===== src/rtl/fpu_arbiter.sv =====
// Shares one registered-output FPU among NREQ requesters with a valid/ready
// request side and a tagged response. FPU_ARB_RR_EN selects round-robin arbitration.
module fpu_arbiter #(
   parameter int NREQ    = 4,
   parameter int OP_LAT  = 2,
   parameter int DIV_LAT = 4
) (
   input  logic                 clk,
   input  logic                 rst,
   input  logic [NREQ-1:0]      req_valid,
   output logic [NREQ-1:0]      req_ready,
   input  logic [2*NREQ-1:0]    req_op,
   input  logic [32*NREQ-1:0]   req_a,
   input  logic [32*NREQ-1:0]   req_b,
   output logic [31:0]          fpu_a,
   output logic [31:0]          fpu_b,
   output logic [1:0]           fpu_opcode,
   input  logic [31:0]          fpu_o,
   output logic                 rsp_valid,
   input  logic                 rsp_ready,
   output logic [1:0]           rsp_id,
   output logic [31:0]          rsp_data,
   output logic                 busy
);

   localparam int MAX_LAT = (DIV_LAT > OP_LAT) ? DIV_LAT : OP_LAT;
   localparam int CNT_W   = $clog2(MAX_LAT);

   localparam logic [1:0] ST_IDLE = 2'd0;
   localparam logic [1:0] ST_EXEC = 2'd1;
   localparam logic [1:0] ST_RESP = 2'd2;
   localparam logic [1:0] OP_DIV  = 2'b10;

   logic [1:0]       state_q, state_d;
   logic [CNT_W-1:0] cnt_q, cnt_d;
   logic [1:0]       op_q, op_d;
   logic [31:0]      a_q, a_d, b_q, b_d;
   logic [1:0]       id_q, id_d;
   logic             rsp_valid_q, rsp_valid_d;
   logic [31:0]      rsp_data_q, rsp_data_d;
`ifdef FPU_ARB_RR_EN
   logic [1:0]       rr_q, rr_d;
`endif

   logic             gnt_valid;
   logic [1:0]       gnt_idx;
   logic [1:0]       sel_op;
   logic [31:0]      sel_a, sel_b;
   logic [3:0]       valid4, ready4;
   logic [1:0]       idx;
   int               start;

   // Search from the start index; iterating downwards lets the nearest hit win.
   always_comb begin
      // NOTE: every variable gets a default first so no path leaves it unassigned (no latch).
      gnt_valid = 1'b0;
      gnt_idx   = 2'd0;
      idx       = 2'd0;
      valid4    = 4'(req_valid);
`ifdef FPU_ARB_RR_EN
      start = int'(rr_q);
`else
      start = 0;
`endif
      for (int k = NREQ - 1; k >= 0; k--) begin
         idx = 2'((start + k) % NREQ);
         if (valid4[idx]) begin
            gnt_valid = 1'b1;
            gnt_idx   = idx;
         end
      end
      sel_op = 2'd0;
      sel_a  = 32'd0;
      sel_b  = 32'd0;
      for (int i = 0; i < NREQ; i++) begin
         if (gnt_idx == 2'(i)) begin
            sel_op = req_op[2*i +: 2];
            sel_a  = req_a[32*i +: 32];
            sel_b  = req_b[32*i +: 32];
         end
      end
      ready4 = 4'd0;
      if (state_q == ST_IDLE && !rst && gnt_valid) ready4[gnt_idx] = 1'b1;
      req_ready = ready4[NREQ-1:0];
   end

   always_comb begin
      state_d     = state_q;
      cnt_d       = cnt_q;
      op_d        = op_q;
      a_d         = a_q;
      b_d         = b_q;
      id_d        = id_q;
      rsp_valid_d = rsp_valid_q;
      rsp_data_d  = rsp_data_q;
`ifdef FPU_ARB_RR_EN
      rr_d        = rr_q;
`endif
      case (state_q)
         ST_IDLE: begin
            if (gnt_valid) begin
               op_d    = sel_op;
               a_d     = sel_a;
               b_d     = sel_b;
               id_d    = gnt_idx;
               cnt_d   = (sel_op == OP_DIV) ? CNT_W'(DIV_LAT - 1) : CNT_W'(OP_LAT - 1);
               state_d = ST_EXEC;
`ifdef FPU_ARB_RR_EN
               rr_d    = (gnt_idx == 2'(NREQ - 1)) ? 2'd0 : gnt_idx + 2'd1;
`endif
            end
         end
         ST_EXEC: begin
            if (cnt_q == '0) begin
               rsp_data_d  = fpu_o;
               rsp_valid_d = 1'b1;
               state_d     = ST_RESP;
            end else begin
               cnt_d = cnt_q - 1'b1;
            end
         end
         ST_RESP: begin
            // Returning to IDLE first keeps a grant out of the handshake cycle.
            if (rsp_ready) begin
               rsp_valid_d = 1'b0;
               state_d     = ST_IDLE;
            end
         end
         default: state_d = ST_IDLE;
      endcase
   end

   // NOTE: sequential state uses non-blocking assignments so all flops update together.
   always_ff @(posedge clk or posedge rst) begin
      if (rst) begin
         state_q     <= ST_IDLE;
         cnt_q       <= '0;
         op_q        <= 2'd0;
         a_q         <= 32'd0;
         b_q         <= 32'd0;
         id_q        <= 2'd0;
         rsp_valid_q <= 1'b0;
         rsp_data_q  <= 32'd0;
`ifdef FPU_ARB_RR_EN
         rr_q        <= 2'd0;
`endif
      end else begin
         state_q     <= state_d;
         cnt_q       <= cnt_d;
         op_q        <= op_d;
         a_q         <= a_d;
         b_q         <= b_d;
         id_q        <= id_d;
         rsp_valid_q <= rsp_valid_d;
         rsp_data_q  <= rsp_data_d;
`ifdef FPU_ARB_RR_EN
         rr_q        <= rr_d;
`endif
      end
   end

   assign fpu_a      = a_q;
   assign fpu_b      = b_q;
   assign fpu_opcode = op_q;
   assign rsp_valid  = rsp_valid_q;
   assign rsp_id     = id_q;
   assign rsp_data   = rsp_data_q;
   assign busy       = (state_q != ST_IDLE);

endmodule


===== config.mk =====
export PLATFORM = sky130hd
export DESIGN_NAME = fpu_arbiter
export DESIGN_NICKNAME = d
export VERILOG_FILES = /design/src/rtl/fpu_arbiter.sv
export SDC_FILE = /design/constraint.sdc
export NUM_CORES = 1
export LEC_CHECK = 0
export ABC_AREA = 1
export BUFFER_PORTS_ARGS = -buffer_cell sky130_fd_sc_hd__buf_2
export CAP_MARGIN = 20
export CORE_AREA = 4 4 157 159
export CTS_CLUSTER_DIAMETER = 150
export DETAILED_ROUTE_END_ITERATION = 8
export DIE_AREA = 0 0 161 163
export GPL_TIMING_DRIVEN = 0
export PLACE_DENSITY = 0.65
export SETUP_SLACK_MARGIN = 0.2
export SYNTH_ARGS = -nofsm -noshare
export SYNTH_HDL_FRONTEND = slang
export SYNTH_SLANG_ARGS = --single-unit

===== constraint.sdc =====
create_clock -name clk -period 5 [get_ports clk]
set_input_delay 0.25 -clock clk [delete_from_list [all_inputs] [get_ports clk]]
set_output_delay 0.25 -clock clk [all_outputs]
set_load 0.03 [all_outputs]

==> Word level (Yosys, flattened, before mapping) <==
Cells that the tools add are included.
{ "totals": {"regBits": 105, "inputBits": 303, "output_inout_bits": 106, "wordCells": 70} }
{ "classes": {"n_addsub": 1, "order_cmp": 2, "n_eq_ne": 10, "mux": 34, "n_reduce_logical": 15} }
{ "op_table": {"columns": ["op", "count"], "rows": [
  ["32-bit two-way mux", 8],
  ["2-bit two-way mux", 14],
  ["3-bit AND reduction", 3],
  ["2-bit == test (second input constant)", 4],
  ["2-bit inequality test (second input constant)", 4],
  ["1-bit two-way mux", 7],
  ["2-bit zero test", 3],
  ["2-bit one-hot mux with 3 select lines", 1],
  ["2-bit nonzero test", 3],
  ["2-bit by 1-bit == test with 1-bit output (second input constant)", 2],
  ["4-bit two-way mux", 1],
  ["2-bit one-hot mux with 2 select lines", 1],
  ["2-bit AND reduction", 2],
  ["1-bit logical AND", 3],
  ["2-bit by 3-bit less-than comparator with 1-bit output (second input constant)", 1],
  ["1-bit demux with 2-bit select", 1],
  ["2-bit by 1-bit >= comparator with 1-bit output (second input constant)", 1],
  ["1-bit one-hot mux with 2 select lines", 1],
  ["2-bit by 1-bit subtractor with 2-bit output (second input constant)", 1],
  ["1-bit zero test", 1]
]} }

==> Depth between registers and ports, before layout <==
Gate-level depths: netlist of the first run.
{ "logic_depth": {"depth_word": 13, "ltp_mapped": 12, "mapped_depth_nobuf": 12} }

==> Worst setup path before layout of the first run <==
No wires, ideal clock.
{ "synth_timing": {"path_type": "input -> output", "startpoint": "input rst", "endpoint": "output req_ready[0]", "t_arrival_ns": 3.337, "required_ns": 4.750, "setup_slack_ns": 1.413, "cell_stages": 3, "n_path_buf": 0, "path_cell_list": "inv_1 > nand2_1 > nor2_1"} }
{ "synth_via": {"elab_chain_len": 4} }
{ "synth_rtl": {"columns": ["item", "line", "source"], "rows": [
  ["from (decl)", "9", "input logic rst,"],
  ["1-bit zero test (no source line)", null, null],
  ["1-bit logical AND (2 in a row)", "83", "if (state_q == ST_IDLE && !rst && gnt_valid) ready4[gnt_idx] = 1'b1;"],
  ["4-bit two-way mux", "83", null],
  ["to (decl)", "11", "output logic [NREQ-1:0] req_ready,"]
]} }
No other way between the ends.

==> Worst setup path in the final report of the first run <==
Ends and elaborated chain as after synthesis.

==> summary.md, run 1 <==
| Metric | Value |
|---|---|
| Status | `finished, final reports clean` |
| Synth top area share | `45.9%` |
| Max Freq | `between 0.3 and 0.4 GHz` |
| R2R depth | `7` |
| M1 WL | `about 10000 um` |
| # IOs | `about 410` |
| Final Critical Period | `~2600 ps` |
| Hold buffer count at cts | `1` |
| Vias in the first global route | `~6,900` |
| Final WS setup | `around 2400 ps` |
| Synth Area in Compound Gates | `20.9%` |
| Post-synthesis register bit count | `between 100 and 150` |
| DR vias | `6,387` |
| Type of the worst min-delay path | `in2reg` |
| Cell Pwr Density | `610 nW/um2` |
| Buffers on Ports | `around 400` |
| Share of layout cells above drive strength 1 | `around 51%` |
| DRT iter0 DRCs | `316` |
| Synth Flop Type | `dfrtp_1` |
| Worst path arrival time | `2330 ps` |
| Total power | `around 5.2 mW` |
| Final setup vio count | `0` |
| Sequential area share after synthesis | `between 40 and 50%` |
| Total CTS buffers | `9` |
| Met3 WL post-DR | `roughly 2000 um` |
| Starting Density | `approximately 25%` |
| DIE HEIGHT | `163 um` |
| Antenna-violating nets left | `0` |
| H-tree levels | `3` |
| Yosys warnings | `0` |
| Post-place setup slack | `around 2800 ps` |
| Worst Path Required | `4750 ps` |
| Fin. max-slew vios | `0` |
| Worst hold path stage count | `2` |
| Final Util | `a little over a third` |
| Slew headroom | `a little over three fifths` |
| Async S/R FF share, synth | `100%` |
| DRT Pass-1 Iters | `5` |
| Post-DP HPWL | `just under 20,000 um` |
| Clk Latency, worst-skew pair | `350 ps` |
| Synth Area in Simple Gates | `20.9%` |
| CP Launch Type | `input port` |
| Post-Synth Adder-Cell Area | `less than 1%` |
| TritonCTS clock tree | `built` |
| Setup clock skew after layout | `roughly 7 ps` |
| Synth Instances | `approximately 650` |
| Final worst path period share | `about half` |
| Syn-to-layout area delta | `48.6%` |
| Slew @ Worst Pin | `about 560 ps` |
| Main combinational cell family by area after synthesis | `simple AND/OR/NAND/NOR gates` |
| Post-Syn Area | `roughly 5700 um2` |
| Most frequent cell after synthesis | `nand2_1` |
| DRC violations left | `0` |
| DR WL/cell | `17.7 um` |
| # rows | `56` |
| Gr usage total | `roughly 18%` |
| Leak Pwr | `about 4.1 nW` |
| Vias per inst | `4.59` |
| Synth top cells by count | `nand2_1 (217), dfrtp_1 (105), a21oi_1 (66), nor2_1 (65), a41oi_2 (40)` |
| Worst-path clk slew | `80 ps` |
| CTS resizes | `0` |
| Core box area | `between 20,000 and 25,000 um2` |
| Largest area contributor in the netlist | `dfrtp_1` |
| Placer congestion estimate | `roughly 0.82` |
| Synth unique cells | `26` |
| Syn avg cell area | `approximately 9 um2` |
| Antenna cell count | `0` |
| Hold Vio Cnt, Final | `0` |
| Die Wd | `161 um` |
| Mux cell area share after synthesis | `6.30%` |
| Antenna violations before repair | `0` |
| EDFF count, synth | `0` |
| Critical path type | `in2out` |
| Largest net degree at the start of global routing | `70` |
| First-pass GRT wire length | `37,000 um` |
| WL final | `24,600 um` |
| Critical-path maximum fanout | `69` |
| Number of clock sinks | `between 100 and 150` |
| Clock Path Buffers | `2` |
| Synth Area in XOR/XNOR | `0%` |
| Max Cap Viol | `0` |
| Met2 wire length | `about 12,000 um` |
| DR top layer | `met4` |
| Worst vdd ir | `around 0.28 mV` |
| Root buf cell | `clkbuf_16` |
| Crit end category | `output pin` |
| RSZ-0062 raised after global routing | `false` |
| Grt total ovfl | `0` |
| Die ar. | `approximately 26,000 um2` |
| Synthesized Nets | `950` |
| Nets | `between 1,000 and 1,500` |
| Post-CTS Setup Repair Bufs | `0` |
| Dominant cells by area after synthesis | `dfrtp_1 (46%), nand2_1 (14%), a41oi_2 (11%), mux2_2 (6.3%), a21oi_1 (5.8%)` |
==> layout by cell type (no fill, tap or decap), types with 7 or more instances in the layout <==
master | synthesis | routed
buf_2 | 28 | 436
nand2_1 | 217 | 217
dfrtp_1 | 105 | 105
a21oi_1 | 66 | 66
nor2_1 | 65 | 65
a41oi_2 | 40 | 40
mux2_2 | 32 | 32
inv_1 | 19 | 18
a41oi_1 | 15 | 15
clkbuf_16 | 0 | 9
o21ai_0 | 8 | 8
nand4_1 | 8 | 8
o21ai_1 | 7 | 7
nand3_1 | 7 | 7
==> worst paths after layout <==
kind	startpoint	end	slack [ps]
worst max register to register	state_q[1]$_DFFE_PP0P_	fpu_b[18]$_DFFE_PP0P_	3230
min in group asynchronous	rst	fpu_a[17]$_DFFE_PP0P_	480
worst min register to register	cnt_q[0]$_DFFE_PP0P_	cnt_q[0]$_DFFE_PP0P_	470
worst min-delay path	rsp_ready	state_q[1]$_DFFE_PP0P_	100
max in group asynchronous	rst	fpu_a[10]$_DFFE_PP0P_	3760
worst max-delay path	rst	req_ready[0]	2420
==> state kept, by name, summed over array words and instances, names as in the netlist <==
name        count
fpu_a          32
fpu_b          32
rsp_data       32
cnt_q           2
fpu_opcode      2
rsp_id          2
state_q         2
rsp_valid       1
==> critical path, stage by stage <==
cell	delay (ps)
dlygate4sd3_1	530
buf_2	130
inv_4	380
buf_16	340
nand2_1	160
nor2_1	250
buf_2	250
==> cell families after synthesis <==
group,count (synthesis)
mux,32
buf+inv,67
simple gates,304
fa+ha+maj,1
flops,105
compound gates,137
==> metrics by stage <==
step	setup TNS, ps	instance area (um2)	hold WS [ps]	std cells
after detailed placement	0	8190	339	1374
after CTS	0	8500	77.6	1391
after global routing	0	8500	94.9	1391
after global placement	-32.9	8160	454	1373
final	0	8500	102	1391
after floorplan	0	5720	357	646
==> layout make-up <==
| cell class | count | area, um2 |
|---|---|---|
| multi-input cells | 474 | 2770 |
| inverters | 25 | 98.8 |
| flip-flops and latches | 105 | 2630 |
| well taps | 319 | 399 |
| clock buffers | 9 | 225 |
| clock inverters | 7 | 73.8 |
| repair buffers | 410 | 2080 |
| plain buffers | 42 | 230 |
| fillers | 2466 | 14800 |
==> routing by layer <==
metal / vias up / track usage (%)
li1: 3037 / -
met4: 0 / 5.08
met3: 28 / 5.06
met2: 305 / 31.9
met5: - / 0
met1: 3017 / 21.2
==> power breakdown <==
part	internal [mW]	switching (mW)
clock	0.355	0.374
sequential	1.29	0.221
combinational	0.989	1.95
No activity file was read; power rests on OpenSTA's default activity.
==> run 2, diff against run 1 <==
--- a/config.mk
+++ b/config.mk
@@ -8,12 +8,12 @@
 export ABC_AREA = 1
 export BUFFER_PORTS_ARGS = -buffer_cell sky130_fd_sc_hd__buf_2
 export CAP_MARGIN = 20
-export CORE_AREA = 4 4 157 159
+export CORE_AREA = 4 4 158 160
 export CTS_CLUSTER_DIAMETER = 150
 export DETAILED_ROUTE_END_ITERATION = 8
-export DIE_AREA = 0 0 161 163
+export DIE_AREA = 0 0 162 164
 export GPL_TIMING_DRIVEN = 0
-export PLACE_DENSITY = 0.65
+export PLACE_DENSITY = 0.64
 export SETUP_SLACK_MARGIN = 0.2
 export SYNTH_ARGS = -nofsm -noshare
 export SYNTH_HDL_FRONTEND = slang
==> constraint.sdc (replaced) <==
create_clock -name clk -period 2.5 [get_ports clk]
set_input_delay 0.125 -clock clk [delete_from_list [all_inputs] [get_ports clk]]
set_output_delay 0.125 -clock clk [all_outputs]
set_load 0.03 [all_outputs]
==> run 2 against run 1 <==
Effect of this change: count of clock-buffer cells in the layout did not move; global-route usage grew 0.73 points; register-to-register slack worse by 2500 ps; sequential power grew 100%; critical path depth stayed put; final cell count is 2.3% higher; combinational power rose by 100%; critical endpoint unchanged.
==> summary.md, run 2 (synthesis gave the netlist of run 1 again) <==
| Metric | Value |
|---|---|
| Status | `finished, final reports clean` |
| Critical-path maximum fanout | `10` |
| Root buf cell | `clkbuf_16` |
| H-tree levels | `3` |
| Leak Pwr | `~4.3 nW` |
| M1 WL | `10,400 um` |
| DR WL/cell | `18.3 um` |
| Fin. max-slew vios | `0` |
| Vias per inst | `around 4.7` |
| Worst hold path stage count | `2` |
| Switching share of power | `about half` |
| Worst vdd ir | `between 0.6 and 0.7 mV` |
| Max Cap Viol | `0` |
| Most frequent cells in the layout | `buf_2 (435), nand2_1 (217), dfrtp_1 (105)` |
| Worst path max stage delay | `420 ps` |
| Nets | `1,401` |
| Largest net degree at the start of global routing | `39` |
| Final setup vio count | `0` |
| Worst-path clk slew | `roughly 90 ps` |
| Worst path arrival time | `1990 ps` |
| CP Cell Sequence | `nor2_1, inv_1, a21oi_2, buf_4, nand2_1, nor2_1, buf_2` |
| Fin cells | `roughly 1,400` |
| Slew @ Worst Pin | `582 ps` |
| Vias in the first global route | `between 7,000 and 8,000` |
| Crit path top cell by count | `nor2_1` |
| # IOs | `roughly 400` |
| RSZ-0062 raised after global routing | `false` |
| DIE HEIGHT | `~160 um` |
| Worst Path Required | `approximately 2400 ps` |
| Placed Cells | `around 1,400` |
| Internal power | `5.32 mW` |
| CP Launch Type | `flop` |
| Commonest non-fill, non-tap cell in the layout | `buf_2` |
| DR vias | `between 6,000 and 7,000` |
| DRC violations left | `0` |
| Final worst path period share | `a little over four fifths` |
| Clk pwr share | `approximately 14%` |
| Crit end category | `output pin` |
| DRT Pass-1 Iters | `4` |
| WL final | `26,000 um` |
| Cell Pwr Density | `roughly 1200 nW/um2` |
| Die ar. | `26,600 um2` |
| Gr usage total | `between 10% and 20%` |
| Design Area, Final | `~8800 um2` |
| Post-DP HPWL | `between 15,000 and 20,000 um` |
| TritonCTS clock tree | `built` |
| R2R depth | `7` |
| Syn-to-layout area delta | `54.4%` |
| Gate power share | `a little under three fifths` |
| WP buf/inv | `3` |
| Die Wd | `162 um` |
| First-pass GRT wire length | `roughly 39,000 um` |
| Share of layout cells above drive strength 1 | `roughly half` |
| Total CTS buffers | `9` |
| DRT iter0 DRCs | `roughly 320` |
| Setup clock skew after layout | `between 10 and 15 ps` |
| Final Critical Period | `~2100 ps` |
| P_sw | `approximately 5.2 mW` |
| Slowest-stage cell, CP | `dfrtp_1` |
| Final Util | `a little under two fifths` |
| Clock Path Buffers | `2` |
| Critical path type | `reg2out` |
| Starting Density | `between 20% and 30%` |
| Hold Vio Cnt, Final | `0` |
| CP top delay family | `buffers and inverters` |
| Placer congestion estimate | `0.852` |
| Max Freq | `between 0.4 and 0.5 GHz` |
| Antenna violations before repair | `3` |
| Grt total ovfl | `0` |
| Critical path depth in cells | `7` |
| Placed Instance Area | `about 8200 um2` |
| Total power | `between 10 and 15 mW` |
| Buffers on Ports | `408` |
| DR top layer | `met5` |
| Antenna-violating nets left | `0` |
| Seq pwr share | `about 29%` |
| Slew headroom | `between 60% and 70%` |
| # rows | `56` |
| Type of the worst min-delay path | `in2reg` |
| Met3 WL post-DR | `2120 um` |
| Clk Latency, worst-skew pair | `approximately 360 ps` |
| Met2 wire length | `12,900 um` |
| Core box area | `approximately 23,000 um2` |
| Number of clock sinks | `~110` |
| Post-route setup TNS | `0 ps` |
| Post-CTS Setup Repair Bufs | `0` |
[run 2: final cells by class]
class                   count  area [um2]
clock inverters             7        83.8
multi-input cells         474        2770
repair buffers            440        2390
plain buffers              42         233
inverters                  25         100
well taps                 319         399
diodes                      2        5.00
fillers                  2439       14600
clock buffers               9         225
flip-flops and latches    105        2630
[run 2: stage by stage]
step	setup slack, ps	hold WS (ps)
after floorplan	182	232
after global placement	-1230	337
after detailed placement	599	314
after CTS	360	3.45
after global routing	255	15.9
final	389	18.0
[run 2: path summary, 6_finish.rpt]
path                                        start                       end  slack (ps)
min reg2reg                  cnt_q[0]$_DFFE_PP0P_      cnt_q[0]$_DFFE_PP0P_         480
max in group asynchronous                     rst      fpu_a[7]$_DFFE_PP0P_        1790
max                        state_q[1]$_DFFE_PP0P_              req_ready[0]         390
min in group asynchronous                     rst   rsp_data[8]$_DFFE_PP0P_         490
max reg2reg                state_q[1]$_DFFE_PP0P_      fpu_b[0]$_DFFE_PP0P_         690
min                                     fpu_o[19]  rsp_data[19]$_DFFE_PP0P_          20
[run 2: layer usage]
metal	vias to the layer above	GRT usage, %
met3	39	4.44
met4	2	6.61
met2	354	32.8
li1	3096	-
met5	-	0
met1	3143	22.3
[run 2: repair_timing]
action,in CTS,in global routing
endpoints found under the hold margin,59,0
resized for setup,1,0
setup endpoints to repair,4,0
hold buffers,30,0
[run 2: power by group through the flow]
stage                     clock network, mW  registers [mW]  logic, mW
final                                  1.51            3.02       5.96
after global routing                   1.62            3.13       6.41
after CTS                              1.57            3.02       6.02
after detailed placement                  0            3.04       5.96
after global placement                    0            3.00       5.89
after floorplan                           0            4.67       2.34
==> run 3, diff against run 2 <==
--- a/config.mk
+++ b/config.mk
@@ -5,7 +5,7 @@
 export SDC_FILE = /design/constraint.sdc
 export NUM_CORES = 1
 export LEC_CHECK = 0
-export ABC_AREA = 1
+export ABC_AREA = 0
 export BUFFER_PORTS_ARGS = -buffer_cell sky130_fd_sc_hd__buf_2
 export CAP_MARGIN = 20
 export CORE_AREA = 4 4 158 160
@@ -13,7 +13,7 @@
 export DETAILED_ROUTE_END_ITERATION = 8
 export DIE_AREA = 0 0 162 164
 export GPL_TIMING_DRIVEN = 0
-export PLACE_DENSITY = 0.64
+export PLACE_DENSITY = 0.62
 export SETUP_SLACK_MARGIN = 0.2
 export SYNTH_ARGS = -nofsm -noshare
 export SYNTH_HDL_FRONTEND = slang
==> constraint.sdc (replaced) <==
create_clock -name clk -period 2.2 [get_ports clk]
set_input_delay 0.11 -clock clk [delete_from_list [all_inputs] [get_ports clk]]
set_output_delay 0.11 -clock clk [all_outputs]
set_load 0.03 [all_outputs]
==> run 3 against run 2 <==
Effect of this change: first-iteration DRC count is 93% higher; wire length is 4.3% lower; die area stayed put; largest power group unchanged; critical endpoint is now req_ready[2]; design area is 0.21% lower; largest cell class is now buffers; area after synthesis is 9.8% lower.
==> summary.md, run 3 <==
| Metric | Value |
|---|---|
| Final setup vio count | `0` |
| Antenna violations before repair | `2` |
| Crit end category | `output pin` |
| Antenna cell count | `0` |
| Total CTS buffers | `9` |
| Synth Flop Type | `dfrtp_1` |
| Worst Path Required | `2090 ps` |
| Max Cap Viol | `0` |
| First-pass GRT wire length | `~36,000 um` |
| Async S/R FF share, synth | `between 90% and 100%` |
| Starting Density | `between 20% and 30%` |
| Vias in the first global route | `6,454` |
| Slew headroom | `64.2%` |
| Most frequent cells in the layout | `buf_2 (425), dfrtp_1 (103), dlygate4sd3_1 (74)` |
| Placed Cells | `approximately 1,200` |
| Final Critical Period | `about 1900 ps` |
| DIE HEIGHT | `164 um` |
| Post-Syn Area | `between 5000 and 6000 um2` |
| DRT iter0 DRCs | `around 630` |
| CP Launch Type | `flop` |
| Post-synthesis register bit count | `around 110` |
| Worst path arrival time | `roughly 1800 ps` |
| Hold Vio Cnt, Final | `0` |
| DRC violations left | `0` |
| TritonCTS clock tree | `built` |
| Final Util | `37.7%` |
| Worst vdd ir | `between 0.5 and 0.6 mV` |
| Nets | `roughly 1,300` |
| Syn avg cell area | `10.3 um2` |
| Vias per inst | `between 4 and 5` |
| Clk pwr share | `roughly 14%` |
| Gr usage total | `approximately 18%` |
| Largest net degree at the start of global routing | `between 40 and 50` |
| Placer congestion estimate | `around 0.82` |
| P_sw | `5.51 mW` |
| Largest area contributor in the netlist | `dfrtp_1` |
| Dominant cells by area after synthesis | `dfrtp_1 (51%), a222oi_1 (12%), a31oi_1 (7.8%), mux2_2 (7.0%), nor2_1 (5.4%)` |
| Clk Latency, worst-skew pair | `around 350 ps` |
| Clock Path Buffers | `2` |
| # rows | `56` |
| DR vias | `roughly 6,400` |
| DRT Pass-1 Iters | `6` |
| Sequential area share after synthesis | `50.9%` |
| Most frequent cell after synthesis | `dfrtp_1` |
| Fin. max-slew vios | `0` |
| Die ar. | `roughly 27,000 um2` |
| Synth top cells by count | `dfrtp_1 (105), nor2_1 (74), nand2_1 (67), a222oi_1 (64), a31oi_1 (64)` |
| Root buf cell | `clkbuf_16` |
| Core box area | `23,400 um2` |
| Final worst path period share | `between 80% and 90%` |
| Share of layout cells above drive strength 1 | `about half` |
| Max Freq | `0.538 GHz` |
| Fin cells | `between 1,000 and 1,500` |
| Antenna-violating nets left | `0` |
| Type of the worst min-delay path | `in2reg` |
| WL final | `between 20,000 and 25,000 um` |
| Number of clock sinks | `about 110` |
| Grt total ovfl | `0` |
| Buffers on Ports | `~410` |
| Gate power share | `56.0%` |
| Setup clock skew after layout | `between 10 and 15 ps` |
| Post-route setup TNS | `0 ps` |
| RSZ-0062 raised after global routing | `true` |
| Synth Instances | `roughly 500` |
| Internal power | `6.09 mW` |
| # IOs | `around 410` |
| EDFF count, synth | `0` |
| Post-DP HPWL | `roughly 19,000 um` |
| Syn-to-layout area delta | `70.9%` |
| Critical path type | `reg2out` |
| Slew @ Worst Pin | `about 540 ps` |
| Synth unique cells | `35` |
| H-tree levels | `3` |
| Yosys warnings | `0` |
| Switching share of power | `a little under half` |
| Worst-path clk slew | `70 ps` |
| Synthesized Nets | `approximately 800` |
| Status | `finished, final reports clean` |
| DR WL/cell | `around 19 um` |
| Die Wd | `between 150 and 200 um` |
| Cell Pwr Density | `between 1000 and 1500 nW/um2` |
| Synth top area share | `50.9%` |
| Commonest non-fill, non-tap cell in the layout | `buf_2` |
| Leak Pwr | `between 4 and 5 nW` |
| Seq pwr share | `a little under a third` |
| Critical-path maximum fanout | `7` |
-- run 3: final timing paths --
path,end,depth (start not counted),slack (ps),start
max,req_ready[2],6,340,state_q[0]$_DFFE_PP0P_
min,fpu_a[4]$_DFFE_PP0P_,3,20,req_a[4]
max reg2reg,fpu_b[10]$_DFFE_PP0P_,7,420,state_q[0]$_DFFE_PP0P_
min reg2reg,cnt_q[0]$_DFFE_PP0P_,1,490,cnt_q[0]$_DFFE_PP0P_
max in group asynchronous,fpu_b[11]$_DFFE_PP0P_,4,1480,rst
min in group asynchronous,rsp_data[8]$_DFFE_PP0P_,4,460,rst
-- run 3: cells by family after synthesis --
| group | count (synthesis) | synth area share, % |
|---|---|---|
| DFF | 105 | 50.9 |
| adders and majority gates | 1 | 0.243 |
| AOI/OAI and AO/OA | 145 | 22.6 |
| muxes | 34 | 7.40 |
| and+or+nand+nor | 157 | 12.5 |
| buffers and inverters | 57 | 6.31 |
-- run 3: metrics by stage --
stage                     hold slack (ps)  setup WS [ps]  power [mW]  cell area, um2
after floorplan                       261          -79.1        7.50            5160
after global placement                343          -1080        9.58            7600
after detailed placement              276           -311        9.70            7640
after CTS                           0.273            186        11.6            8730
after global routing                 8.36            192        12.3            8810
final                                19.4            340        11.6            8810
-- run 3: worst max-delay path, cell delays in order, from the launching register on --
cell,delay (ps)
dfrtp_2,450
nor2_4,140
o31a_1,180
buf_8,160
clkbuf_16,170
and3_1,150
buf_4,150
-- run 3: timing repair --
action,CTS,global route
endpoints found under the hold margin,101,0
hold buffers,75,0
pin swaps,0,1
endpoints found under the setup margin,18,13
gates resized for setup,12,6
setup buffers,0,10
cloned,0,0
-- run 3: area by class of cell --
type                    count  area [um2]
fillers                  2416       14600
repair buffers            494        2920
flip-flops and latches    105        2630
multi-input cells         337        2210
well taps                 319         399
plain buffers              48         332
clock buffers              10         229
clock inverters             6        57.6
inverters                   8        33.8
-- run 3: power groups by stage --
stage | logic (mW) | registers, mW | clock network, mW
floorplan | 2.16 | 5.33 | 0
global placement | 6.13 | 3.45 | 0
detailed placement | 6.20 | 3.49 | 0
CTS | 6.40 | 3.47 | 1.70
global route | 6.95 | 3.61 | 1.77
finish | 6.49 | 3.48 | 1.62
-- run 3: per-layer routing --
metal,share of wire [%],vias to the layer above,global-route usage [%],wire (um)
met5,0.11,-,0,27
met3,8.4,38,4.19,2080
met2,50,354,31.1,12600
met4,2.6,4,6.27,648
li1,-,2931,-,-
met1,38,3071,21.1,9590
